File: src/rtl/dbg_uart_loader.sv
// Host-side debug memory loader: parses W/R/H/G frames from the UART byte
// stream, drives the debug memory port and the CPU reset, and replies over tx.
module dbg_uart_loader #(
  parameter int unsigned TIMEOUT_CYCLES = 1000000,
  parameter int unsigned WR_CYCLES      = 2,
  parameter int unsigned RD_LAT         = 1,
  parameter bit          BOOT_HALTED    = 1'b1
) (
  input  logic        clk,
  input  logic        n_reset,
  input  logic [7:0]  rx_data,
  input  logic        rx_valid,
  output logic [7:0]  tx_data,
  output logic        tx_start,
  input  logic        tx_busy,
  output logic        dbg_mem_op,
  output logic [3:0]  dbg_wren,
  output logic [31:0] dbg_adr,
  output logic [31:0] dbg_do,
  input  logic [31:0] dbg_di,
  output logic        cpu_n_reset
);

  localparam int unsigned CYC_MAX = (WR_CYCLES > RD_LAT) ? WR_CYCLES : RD_LAT;
  localparam int unsigned CYC_W   = $clog2(CYC_MAX + 1);
  localparam int unsigned TMO_W   = $clog2(TIMEOUT_CYCLES + 1);
  localparam logic        CPU_RST_INIT = (BOOT_HALTED == 1'b0);

  localparam logic [7:0] CH_W = 8'h57;
  localparam logic [7:0] CH_R = 8'h52;
  localparam logic [7:0] CH_H = 8'h48;
  localparam logic [7:0] CH_G = 8'h47;
  localparam logic [7:0] CH_K = 8'h4B;
  localparam logic [7:0] CH_E = 8'h45;

  typedef enum logic [2:0] {S_IDLE, S_ADDR, S_DATA, S_MEM_WR, S_MEM_RD, S_TX} state_e;
  typedef enum logic [1:0] {TX_WAIT_IDLE, TX_PULSE, TX_WAIT_RISE, TX_WAIT_FALL} txph_e;

  state_e             state_q, state_d;
  txph_e              txph_q, txph_d;
  logic [7:0]         cmd_q, cmd_d;
  logic [1:0]         cnt_q, cnt_d;
  logic [31:0]        addr_q, addr_d;
  logic [31:0]        data_q, data_d;
  logic [TMO_W-1:0]   tmo_q, tmo_d;
  logic [CYC_W-1:0]   cyc_q, cyc_d;
  logic [31:0]        rbuf_q, rbuf_d;
  logic [2:0]         rleft_q, rleft_d;
  logic [7:0]         tx_data_q, tx_data_d;
  logic [31:0]        adr_q, adr_d;
  logic [31:0]        do_q, do_d;
  logic               cpu_q, cpu_d;
  logic               reply_en;
  logic [7:0]         reply_byte;

  // State and datapath registers.
  always_ff @(posedge clk or negedge n_reset) begin
    if (!n_reset) begin
      state_q   <= S_IDLE;
      txph_q    <= TX_WAIT_IDLE;
      cmd_q     <= '0;
      cnt_q     <= '0;
      addr_q    <= '0;
      data_q    <= '0;
      tmo_q     <= '0;
      cyc_q     <= '0;
      rbuf_q    <= '0;
      rleft_q   <= '0;
      tx_data_q <= '0;
      adr_q     <= '0;
      do_q      <= '0;
      cpu_q     <= CPU_RST_INIT;
    end else begin
      state_q   <= state_d;
      txph_q    <= txph_d;
      cmd_q     <= cmd_d;
      cnt_q     <= cnt_d;
      addr_q    <= addr_d;
      data_q    <= data_d;
      tmo_q     <= tmo_d;
      cyc_q     <= cyc_d;
      rbuf_q    <= rbuf_d;
      rleft_q   <= rleft_d;
      tx_data_q <= tx_data_d;
      adr_q     <= adr_d;
      do_q      <= do_d;
      cpu_q     <= cpu_d;
    end
  end

  // Frame parser, bus sequencing and reply transmission.
  always_comb begin
    state_d    = state_q;
    txph_d     = txph_q;
    cmd_d      = cmd_q;
    cnt_d      = cnt_q;
    addr_d     = addr_q;
    data_d     = data_q;
    tmo_d      = tmo_q;
    cyc_d      = cyc_q;
    rbuf_d     = rbuf_q;
    rleft_d    = rleft_q;
    tx_data_d  = tx_data_q;
    adr_d      = adr_q;
    do_d       = do_q;
    cpu_d      = cpu_q;
    reply_en   = 1'b0;
    reply_byte = CH_K;

    case (state_q)
      S_IDLE: begin
        if (rx_valid) begin
          case (rx_data)
            CH_W, CH_R: begin
              cmd_d   = rx_data;
              cnt_d   = '0;
              tmo_d   = '0;
              state_d = S_ADDR;
            end
            CH_H: begin
              cpu_d    = 1'b0;
              reply_en = 1'b1;
            end
            CH_G: begin
              cpu_d    = 1'b1;
              reply_en = 1'b1;
            end
            default: ;
          endcase
        end
      end
      S_ADDR, S_DATA: begin
        if (rx_valid) begin
          tmo_d = '0;
          cnt_d = cnt_q + 2'd1;
          if (state_q == S_ADDR) addr_d[{cnt_q, 3'b000} +: 8] = rx_data;
          else                   data_d[{cnt_q, 3'b000} +: 8] = rx_data;
          if (cnt_q == 2'd3) begin
            if (state_q == S_ADDR && cmd_q == CH_W) begin
              state_d = S_DATA;
            end else if (cpu_q) begin
              reply_en   = 1'b1;
              reply_byte = CH_E;
            end else begin
              adr_d   = addr_d;
              cyc_d   = '0;
              if (cmd_q == CH_W) begin
                do_d    = data_d;
                state_d = S_MEM_WR;
              end else begin
                state_d = S_MEM_RD;
              end
            end
          end
        end else if (tmo_q == TMO_W'(TIMEOUT_CYCLES - 1)) begin
          state_d = S_IDLE;
        end else begin
          tmo_d = tmo_q + 1'b1;
        end
      end
      S_MEM_WR: begin
        if (cyc_q == CYC_W'(WR_CYCLES - 1)) reply_en = 1'b1;
        else                                cyc_d    = cyc_q + 1'b1;
      end
      S_MEM_RD: begin
        if (cyc_q == CYC_W'(RD_LAT)) begin
          rbuf_d  = dbg_di;
          rleft_d = 3'd4;
          txph_d  = TX_WAIT_IDLE;
          state_d = S_TX;
        end else begin
          cyc_d = cyc_q + 1'b1;
        end
      end
      S_TX: begin
        case (txph_q)
          TX_WAIT_IDLE: if (!tx_busy) begin
            tx_data_d = rbuf_q[7:0];
            txph_d    = TX_PULSE;
          end
          TX_PULSE:     txph_d = TX_WAIT_RISE;
          TX_WAIT_RISE: if (tx_busy) txph_d = TX_WAIT_FALL;
          TX_WAIT_FALL: if (!tx_busy) begin
            rbuf_d  = {8'h00, rbuf_q[31:8]};
            rleft_d = rleft_q - 3'd1;
            txph_d  = TX_WAIT_IDLE;
            if (rleft_q == 3'd1) state_d = S_IDLE;
          end
          default: txph_d = TX_WAIT_IDLE;
        endcase
      end
      default: state_d = S_IDLE;
    endcase

    if (reply_en) begin
      rbuf_d  = {24'h0, reply_byte};
      rleft_d = 3'd1;
      txph_d  = TX_WAIT_IDLE;
      state_d = S_TX;
    end
  end

  // Bus and transmit strobes decoded from the current state.
  always_comb begin
    dbg_mem_op = (state_q == S_MEM_WR) || (state_q == S_MEM_RD);
    dbg_wren   = (state_q == S_MEM_WR) ? 4'hF : 4'h0;
    tx_start   = (state_q == S_TX) && (txph_q == TX_PULSE);
  end

  assign tx_data     = tx_data_q;
  assign dbg_adr     = adr_q;
  assign dbg_do      = do_q;
  assign cpu_n_reset = cpu_q;

endmodule
File: config.mk
export PLATFORM = sky130hd
export DESIGN_NAME = dbg_uart_loader
export DESIGN_NICKNAME = d
export VERILOG_FILES = /design/src/rtl/dbg_uart_loader.sv
export SDC_FILE = /design/constraint.sdc
export NUM_CORES = 1
export LEC_CHECK = 0
export ABC_AREA = 1
export CORE_ASPECT_RATIO = 0.9
export CORE_MARGIN = 2
export CORE_UTILIZATION = 35
export CTS_CLUSTER_SIZE = 10
export DETAILED_ROUTE_END_ITERATION = 8
export DONT_BUFFER_PORTS = 1
export PLACE_DENSITY = 0.57
export SLEW_MARGIN = 5
export SYNTH_ARGS = -nofsm -noshare
export SYNTH_HDL_FRONTEND = slang
export SYNTH_SLANG_ARGS = --single-unit
File: constraint.sdc
create_clock -name clk -period 1.8 [get_ports clk]
set_input_delay 0.27 -clock clk [delete_from_list [all_inputs] [get_ports clk]]
set_output_delay 0.27 -clock clk [all_outputs]
set_load 0.02 [all_outputs]
==> results of run 1 <==
[report_power, final]
| part | switching, mW | internal (mW) | total (mW) |
|---|---|---|---|
| Sequential | 0.885 | 5.95 | 6.83 |
| Clock | 1.91 | 2.63 | 4.54 |
| Combinational | 4.24 | 3.19 | 7.43 |
[worst max-delay path: stages, from the launching register on]
cell,delay (ps)
dfrtp_2,470
nor2_4,160
nand2_4,80
buf_12,130
nor2_4,70
buf_6,120
[cells by family (layout without fill, tap and decap cells)]
| group | after synthesis | in the layout | share of synthesized area |
|---|---|---|---|
| AND/OR/NAND/NOR | 530 | 530 | 0.224 |
| flip-flops | 209 | 209 | 0.529 |
| AO/OA/AOI/OAI | 296 | 296 | 0.153 |
| XOR/XNOR | 10 | 10 | 0.00886 |
| multiplexers | 3 | 3 | 0.00342 |
| adder cells (fa/ha/maj) | 13 | 13 | 0.0165 |
| buffers and inverters | 153 | 253 | 0.0656 |
[final cells by class]
| cell class | instances | area, um2 | area share |
|---|---|---|---|
| clock buffers | 33 | 686 | 0.0553 |
| clock inverters | 1 | 20.0 | 0.00162 |
| inverters | 95 | 388 | 0.0313 |
| well taps | 360 | 450 | 0.0364 |
| flip-flops and latches | 209 | 5230 | 0.422 |
| repair buffers | 122 | 1270 | 0.103 |
| multi-input cells | 852 | 4320 | 0.349 |
| repair inverters | 2 | 17.5 | 0.00141 |
[layer usage]
metal,track usage,up-vias
met5,0,-
met3,0.0328,40
li1,-,4156
met1,0.238,4000
met4,0.0499,0
met2,0.261,171
[timing repair]
action | 4_1_cts | 5_1_grt
buffers inserted | 10 | 21
resized for setup | 28 | 166
setup endpoints to repair | 24 | 175
endpoints found under the hold margin | 229 | 209
pin swaps | 4 | 18
cloned | 1 | 9
[how the worst max path moves through the flow]
stage / to / slack (ps) / cells past startpoint
2_1_floorplan: data_q[3] / -20 / 7
3_3_place_gp: dbg_adr[0] / 20 / 9
3_5_place_dp: rbuf_q[15] / -20 / 12
4_1_cts: dbg_mem_op / -30 / 6
5_1_grt: rleft_q[1] / -100 / 13
6_report: tx_start / -30 / 5
[flip-flops by register name, indices dropped and copies added, names as in the netlist, 8 cells and up]
signal,flops
dbg_adr,32
tmo_q,20
tx_data,8
addr_q,32
rbuf_q,32
data_q,32
cmd_q,8
dbg_do,32
[cells in the final DEF, fill, tap and decap left out, types with 3 or more instances in the layout]
cell	n
clkbuf_8	3
a21oi_2	6
dlygate4sd3_1	13
o21ai_2	19
inv_4	5
inv_2	11
mux2_2	3
or2_2	4
buf_12	10
ha_1	9
nor2_4	10
nand2_2	17
nor2_1	44
clkbuf_16	30
inv_1	77
nand2_4	7
clkbuf_1	5
buf_6	17
buf_8	3
nor2_2	5
nor3_1	7
buf_4	73
xor2_1	7
nand3_1	36
nand3_2	4
nand2_1	358
o21ai_1	101
xnor2_1	3
nor3_4	3
nand4_1	29
dfrtp_1	207
o21ai_0	154
a21oi_1	9
nand3b_1	3
[through the flow]
step | total power [mW] | setup slack [ps]
after floorplan | 10.8 | -17.7
after global placement | 12.7 | 23.3
after detailed placement | 12.8 | -22.0
after CTS | 17.9 | -32.7
after global routing | 20.2 | -102
final | 18.8 | -29.5
==> impl_results.md, run 1 <==
- Area of the mapped netlist: 0.00988 mm2
- Share of layout cells above drive strength 1: 0.186
- Post-synth top flop: dfrtp_1
- Initial antenna violation count: 0
- Hold buffer count at cts: 13
- Post-layout min period: 1830 ps
- GRT Resource Usage Total: 0.168
- CP endpoint kind: output pin
- Worst Tran Pin Value: 450 ps
- Critical Path Source Type: register
- 1st-iter DRT viols: 642
- Total inserted antenna cells: 0
- Reg2Reg Depth: 10
- Root buf cell: clkbuf_16
- CTS H-tree lvls: 1
- Die area: 0.0296 mm2
- Max Freq: 0.547 GHz
- Post-synthesis sequential area ratio: 0.529
- Floorplan die height: 163 um
- Total Routed Length: 26500 um
- Met2 Routed Length: 12000 um
- Synth warn: 0
- # fillers: 2733
- Final Non-Filler Cells: 1674
- Wire per inst: 15.8 um
- Final period util: 1.02
- Mean Syn Cell Area: 8.14 um2
- Final Instance Area: 0.0124 mm2
- Clk_lat worst skew: 530 ps
- Leakage power: 5.61 nW
- Clock-pin slew on the worst setup and hold paths: 60 ps
- Hold Path Class: input port to asynchronous set/reset pin
- Crit path arrival time: 1560 ps
- Register-to-register setup slack: -10 ps
- Wl on met1: 12600 um
- Num CTS Buffers: 25
- Flops & latches, synth: 209
- Post-synth EDFFs: 0
- Post-route ant nets: 0
- Reg-to-reg critical path endpoint: tmo_q[18]
- Status: complete, but fails checks
- Synth cell types: 34
- Starting Density: 0.355
- Critical path class: register to output pin
- Die span in x: 181 um
- Cell taking the most area after synthesis: dfrtp_1
- Max-slew headroom: 0.698
- Core Region: 0.0279 mm2
- Clock sink total: 209
- Share of Yosys cell area claimed by the top area cell type: 0.529
- Max cap viols: 0
- Unrepaired setup endpoints after global routing: yes
- Count leader, synth: nand2_1
- Pwr dens: 1520 mW/mm2
- Final Slew Violations: 0
- Number of port buffers: 0
- First-pass GRT wire length: 40800 um
- Fin Hold WS: -561 ps
- Area delta synth->final: 25.4%
- Clock skew: 8.81 ps
- Data required time of the critical path: 1530 ps
- Critical Path Source: state_q[1]
- Hold Vio Cnt, Final: 209
- Synth area leaders: dfrtp_1, nand2_1, o21ai_0
- GPL Wtd Cong: 0.857
- Worst r2r src: tmo_q[6]
- Dpl hpwl: 16400 um
- Clk buf depth: 3
- Setup TNS: -42.8 ps
- DR WL met3: 1460 um
- Top sig layer: met4
- Utilization after layout: 0.445
- Setup ws final: -29.5 ps
- Post-synth ARST share: 1.00
- Synth cell count leaders: nand2_1, o21ai_0, dfrtp_1
- Drt via density: 5.00
- Syn Inst Count: 1214
- Crit path max fanout: 5
- Total grt overflow: 0
- Row count: 58
- Largest net degree at the start of global routing: 210
- Placed cells: 1587
- Vias after detailed routing: 8367
- Iteration count of the initial detailed-routing pass: 7
- I/O pins: 123
- Failing checks: negative hold slack, negative setup slack
- Final nets: 1364
- Peak VDD IR: 0.000734 V
- CTS tree: built
- DRC Markers: 0
- Placed inst area: 0.0107 mm2
- Final setup violation count: 2
- Net count after synthesis: 1271
- Vias in the first global route: 7819
No activity file was read; power rests on OpenSTA's default activity.
==> inputs of run 2 (changes only) <==
CORE_ASPECT_RATIO = not set   (was 0.9)
==> run 2 against run 1 <==
- combinational power down 1%
- final cell count increased by 0.30%
- flip-flop and latch count did not move
- sequential share of layout area increased by 0.060 points
- sequential power is essentially flat
- the flow still finishes with violations (negative hold slack, negative setup slack)
- largest power group unchanged
- critical path depth did not move
- die area hardly changed
- non-clock buffer count is 15 lower
- global-route usage decreased by 0.11 points
- register-to-register slack about the same
- clock power is 9.5% higher
- core utilization is 0.073 points higher
==> impl_results.md, run 2 (synthesis gave the netlist of run 1 again) <==
- Unrepaired setup endpoints after global routing: yes
- Reg-to-reg critical path endpoint: rbuf_q[0]
- Clock-pin slew on the worst setup and hold paths: 60 ps (about the same)
- Root buf cell: clkbuf_16
- GPL Wtd Cong: 0.850 (-0.83%)
- Total Routed Length: 26300 um (-0.97%)
- Max cap viols: 0 (unchanged)
- Peak VDD IR: 0.000728 V (-0.79%)
- Max incr delay on CP: 390 ps (-80 ps)
- Setup TNS: -255 ps (-212 ps)
- Clk buf depth: 3 (unchanged)
- Total grt overflow: 0 (unchanged)
- Utilization after layout: 0.445 (+0.000731)
- Worst r2r src: state_q[2]
- Share of layout cells above drive strength 1: 0.172 (-0.0143)
- Most frequent cells in the layout: nand2_1, dfrtp_1, o21ai_0
- Vias in the first global route: 7390 (-5.5%)
- Dpl ws: -81.3 ps (-59.3 ps)
- Reg2Reg Depth: 15 (+5)
- Max Freq: 0.544 GHz (-0.52%)
- Clk_lat worst skew: 530 ps (about the same)
- Hold buffer count at cts: 13 (unchanged)
- # fillers: 2735 (+0.073%)
- Critical-path cell list: buf_4 -> buf_4 -> nor2_4 -> buf_6 -> buf_12
- Fin Hold WS: -557 ps (+4.44 ps)
- Data required time of the critical path: 1530 ps (about the same)
- Failing checks: negative hold slack, negative setup slack
- Number of port buffers: 0 (unchanged)
- CP endpoint kind: output pin
- Final period util: 1.02 (+0.00533)
- Die span in x: 172 um (-5.0%)
- Die area: 0.0296 mm2 (about the same)
- Num CTS Buffers: 26 (+4.0%)
- CTS H-tree lvls: 1 (unchanged)
- Hold Path Class: input port to asynchronous set/reset pin
- I/O pins: 123 (unchanged)
- Starting Density: 0.356 (+0.00109)
- Critical Path Source Type: register
- CTS tree: built
- Pwr dens: 1550 mW/mm2 (+1.9%)
- Worst path depth: 5 (unchanged)
- Initial antenna violation count: 0 (unchanged)
- Final setup violation count: 9 (+7)
- Register-to-register setup slack: -20 ps (about the same)
- Row count: 61 (+5.2%)
- Final Slew Violations: 0 (unchanged)
- Critical path buffers and inverters: 4 (+2)
- Crit path max fanout: 4 (-1)
- GRT Resource Usage Total: 0.167 (-0.00111)
- Leakage power: 5.60 nW (-0.16%)
- Clock skew: 15.3 ps (+6.46 ps)
- Commonest non-fill, non-tap cell in the layout: nand2_1
- Core Region: 0.0278 mm2 (-0.31%)
- Area of the multi-input gates: 0.00429 mm2 (-0.78%)
- Area delta synth->final: 25.2%
- Register Area: 0.00523 mm2 (unchanged)
- Dpl hpwl: 16400 um (-0.42%)
- Wire per inst: 15.6 um (-1.3%)
- Status: complete, but fails checks
- First-pass GRT wire length: 39500 um (-3.0%)
- Post-layout min period: 1840 ps (+9.59 ps)
- Final nets: 1350 (-1.0%)
- Total inserted antenna cells: 0 (unchanged)
- Post-route ant nets: 0 (unchanged)
- Critical path's slowest cell: dfrtp_1
- Largest net degree at the start of global routing: 210 (unchanged)
- Max-slew headroom: 0.718 (+0.0199)
- Floorplan die height: 172 um (+5.3%)
- CP delay by family, top: buffers and inverters
- Most common cell on crit path: buf_4
- Setup ws final: -39.1 ps (-9.59 ps)
- Vias after detailed routing: 8266 (-1.2%)
- Drt via density: 4.92 (-1.5%)
- Iteration count of the initial detailed-routing pass: 5 (-2)
- Worst Tran Pin Value: 423 ps (-26.9 ps)
- Critical path class: register to output pin
- Hold Vio Cnt, Final: 209 (unchanged)
- DRC Markers: 0 (unchanged)
- Clock sink total: 209 (unchanged)
- 1st-iter DRT viols: 678 (+5.6%)
- Crit path arrival time: 1570 ps (about the same)
==> run 2: changes by cell type in the layout (fill, tap and decap cells not counted), moves of 5 or more <==
cell and delta:
nand2_1 +12, a21oi_2 -6, buf_4 -14, nor2_1 -6, o21ai_0 +18, a21oi_1 +6, o21ai_2 +5, nor2_2 +6
nand2_2 -10, o21ai_1 -23
==> run 2: worst max-delay path by stage <==
stage / from / end / slack [ps]
floorplan: cnt_q[0] / data_q[3] / -20
global placement: cnt_q[0] / addr_q[31] / -40
detailed placement: cnt_q[0] / data_q[31] / -80
CTS: state_q[2] / tx_start / -90
global route: state_q[2] / rbuf_q[0] / -140
finish: state_q[2] / dbg_wren[1] / -40
==> run 2: cell type report <==
type | count | share of cell area
clock inverters | 4 | 0.00657
inverters | 95 | 0.0311
multi-input cells | 852 | 0.347
repair inverters | 2 | 0.00111
well taps | 378 | 0.0382
flip-flops and latches | 209 | 0.423
clock buffers | 32 | 0.0576
repair buffers | 107 | 0.0957
==> run 2: timing repair <==
item,in CTS,in global routing
pin swaps,7,15
buffers inserted,8,10
hold endpoints to repair,229,209
gates resized for setup,28,121
endpoints found under the setup margin,59,181
cloned,2,12
==> run 2: worst register-to-register path: cells and delay by family, from the launching register on <==
family	cells	cell delay (ps)
AOI/OAI and AO/OA	1	80
buffers and inverters	7	790
DFF	1	360
and+or+nand+nor	7	500
==> run 2: where the power goes <==
part / internal, mW / switching [mW]
registers: 5.95 / 0.870
logic: 3.10 / 4.26
clock network: 3.03 / 1.94
total: 12.1 / 7.07
==> run 2: through the flow <==
step	hold slack [ps]	cells	total power, mW	instance area (um2)
6_report	-557	1679	19.1	12400
5_1_grt	-588	1679	20.5	12400
4_1_cts	-591	1657	18.2	11800
3_5_place_dp	-18.9	1598	12.6	10700
3_3_place_gp	-15.3	1598	12.5	10700
2_1_floorplan	-25.6	1214	10.8	9880
==> run 2: per-layer routing <==
metal / routed length (um) / up-vias / part of all wire / global-route usage
met2: 11800 / 182 / 0.45 / 0.251
met4: 708 / 0 / 0.027 / 0.0482
met1: 12200 / 3903 / 0.47 / 0.238
li1: - / 4134 / - / -
met5: 0 / - / 0 / 0
met3: 1560 / 47 / 0.059 / 0.0405
==> inputs of run 3 (changes only) <==
CORE_UTILIZATION = 55   (was 35)
PLACE_DENSITY = 0.76   (was 0.57)
TNS_END_PERCENT = 5   (was not set)
clock period = 2.1 ns   (was 1.8 ns; I/O delays follow)
==> run 3 against run 2 <==
- the flow finishes with violations (negative hold slack)
- sequential power fell by 14%
- die area shrank 36%
- routed wire length shrank 14%
- core utilization up 17 points
- global-route usage increased by 6.7 points
- non-clock buffer count fell by 69
- count of clock-buffer cells in the layout fell by 3
==> impl_results.md, run 3 (synthesis gave the netlist of run 1 again) <==
- DRC Markers: 0 (unchanged)
- GRT met3 Usage: 0.0502 (+0.00971)
- Share of layout cells above drive strength 1: 0.0767 (-0.0954)
- Critical path's slowest cell: dfrtp_2
- Peak VDD IR: 0.000888 V (+22%)
- M2 GR Usage: 0.377 (+0.126)
- Total Routed Length: 22500 um (-14%)
- Max incr delay on CP: 450 ps (+60 ps)
- I/O pins: 123 (unchanged)
- Internal: 8.77 mW (-27%)
- Core Region: 0.0178 mm2 (-36%)
- Max-slew headroom: 0.687 (-0.0306)
- Hold buffer count at cts: 10 (-3)
- Final period util: 0.964
- Largest net degree at the start of global routing: 210 (unchanged)
- Critical Path Source: state_q[0]
- Reg-to-reg critical path endpoint: dbg_adr[1]
- Setup ws final: 75.2 ps (+114 ps)
- Most common cell on crit path: inv_1
- First-pass GRT wire length: 37700 um (-4.7%)
- Area delta synth->final: 10.5%
- CP delay by family, top: flip-flops
- Crit path arrival time: 1710 ps (+140 ps)
- Data required time of the critical path: 1780 ps (+250 ps)
- Worst Tran Pin Value: 469 ps (+46.4 ps)
- Register-to-register setup slack: 160 ps (+180 ps)
- Max Freq: 0.494 GHz
- Iteration count of the initial detailed-routing pass: 5 (unchanged)
- Post-route ant nets: 0 (unchanged)
- Final nets: 1278 (-5.3%)
- Reg2Reg Depth: 8 (-7)
- Root buf cell: clkbuf_16
- Status: complete, but fails checks
- Critical-path cell list: nor2_4 -> inv_1 -> nor2_1 -> buf_4 -> nor2_2 -> inv_1
- Switching share of total power: 0.378 (+0.00872)
- Worst path depth: 6 (+1)
- Total grt overflow: 0 (unchanged)
- Critical Path Source Type: register
- Total power: 14.1 mW (-26%)
- Clk_lat worst skew: 520 ps (about the same)
- Clock-pin slew on the worst setup and hold paths: 60 ps (about the same)
- Fin Hold WS: -486 ps (+70.5 ps)
- Dpl hpwl: 14700 um (-10%)
- Met1 usage in global routing: 0.320 (+0.0823)
- Floorplan die height: 138 um (-20%)
- Total inserted antenna cells: 0 (unchanged)
- GRT Resource Usage Total: 0.233 (+0.0668)
- P_sw: 5.33 mW (-25%)
- Final setup violation count: 0 (-9)
- Post-layout min period: 2020 ps
- Leakage power: 5.02 nW (-10%)
- Clock skew: 25.9 ps (+10.6 ps)
- Setup crit end: dbg_mem_op
- Worst r2r src: cnt_q[0]
- Grt peak-use layer: met2
- Wire per inst: 15.5 um (-0.92%)
- Num CTS Buffers: 25 (-3.8%)
- CTS tree: built
- Die span in x: 138 um (-20%)
- Die area: 0.0191 mm2 (-36%)
- Row count: 49 (-20%)
- Pwr dens: 1290 mW/mm2 (-17%)
- Critical path class: register to output pin
- Commonest non-fill, non-tap cell in the layout: nand2_1
- Flop pwr share: 0.416 (+0.060)
- Crit path max fanout: 5 (+1)
- Dpl ws: 171 ps (+252 ps)
- 1st-iter DRT viols: 812 (+20%)
- Failing checks: negative hold slack
- CP endpoint kind: output pin
- Hold Vio Cnt, Final: 209 (unchanged)
- CTS H-tree lvls: 1 (unchanged)
- Critical path buffers and inverters: 3 (-1)
- Clock sink total: 209 (unchanged)
- Final Slew Violations: 0 (unchanged)
- Max cap viols: 0 (unchanged)
- Drt via density: 5.54 (+13%)
- Initial antenna violation count: 0 (unchanged)
- Clk buf depth: 3 (unchanged)
- Starting Density: 0.556 (+0.200)
- GPL Wtd Cong: 0.889 (+4.6%)
- Unrepaired setup endpoints after global routing: yes
- Most frequent cells in the layout: nand2_1, o21ai_0, dfrtp_1
- Postcts setup bufs: 0 (-8)
- Combinational Power Share: 0.322 (-0.062)
- Part of the power in the clock network: 0.261 (about the same)
- Hold Path Class: input port to asynchronous set/reset pin
- Vias in the first global route: 7634 (+3.3%)
- Number of port buffers: 0 (unchanged)
- Vias after detailed routing: 8058 (-2.5%)
==> run 3: changes by cell type in the layout (fill, tap and decap cells not counted), moves of 10 or more <==
cell | previous run | this run
buf_12 | 12 | 2
buf_6 | 14 | 2
o21ai_1 | 78 | 59
o21ai_2 | 24 | 0
nor2_1 | 38 | 49
o21ai_0 | 172 | 215
buf_4 | 59 | 24
==> run 3: layout make-up <==
type / count / area, um2
clock buffers: 29 / 651
clock inverters: 2 / 17.5
fillers: 1517 / 6860
inverters: 95 / 364
multi-input cells: 852 / 4030
flip-flops and latches: 209 / 5230
well taps: 229 / 287
repair buffers: 38 / 343
==> run 3: metrics by stage <==
step / std cells / cell area (um2) / util / setup TNS, ps
6_report: 1454 / 10900 / 0.614 / 0
5_1_grt: 1454 / 10900 / 0.614 / -34.6
4_1_cts: 1454 / 10900 / 0.613 / 0
3_5_place_dp: 1413 / 10100 / 0.570 / 0
3_3_place_gp: 1413 / 10100 / 0.570 / 0
2_1_floorplan: 1214 / 9880 / - / 0
==> run 3: routing by layer <==
metal  vias up  wire length [um]
li1       3972                 -
met1      3792              9900
met2       253             10400
met3        41              1660
met4         0               534
met5         -                 0
==> run 3: power by group through the flow <==
stage	clock network [mW]	logic [mW]	registers [mW]
5_1_grt	3.92	5.22	5.98
4_1_cts	3.76	4.51	5.86
6_report	3.68	4.55	5.87
3_3_place_gp	0	4.31	5.86
3_5_place_dp	0	4.44	5.92
2_1_floorplan	0	3.48	5.75
==> run 3: worst min path at each step <==
stage	from	endpoint	slack (ps)	depth (start not counted)
after detailed placement	n_reset	dbg_do[8]	30	0
after global placement	n_reset	dbg_do[5]	30	0
after global routing	n_reset	addr_q[15]	-510	0
final	n_reset	tmo_q[16]	-490	0
after floorplan	n_reset	addr_q[0]	20	0
after CTS	n_reset	dbg_adr[29]	-510	0
==> run 3: what timing repair did <==
item	in CTS	in global routing
setup endpoints to repair	1	22
endpoints found under the hold margin	226	209
pin swaps	0	0
resized for setup	1	8
==> run 3: worst reg2reg max path, delay by kind of cell, from the launching register on <==
kind | cells | cell delay (ps)
adders and majority gates | 1 | 320
AOI/OAI and AO/OA | 2 | 370
buffers and inverters | 2 | 360
DFF | 1 | 390
and+or+nand+nor | 3 | 380
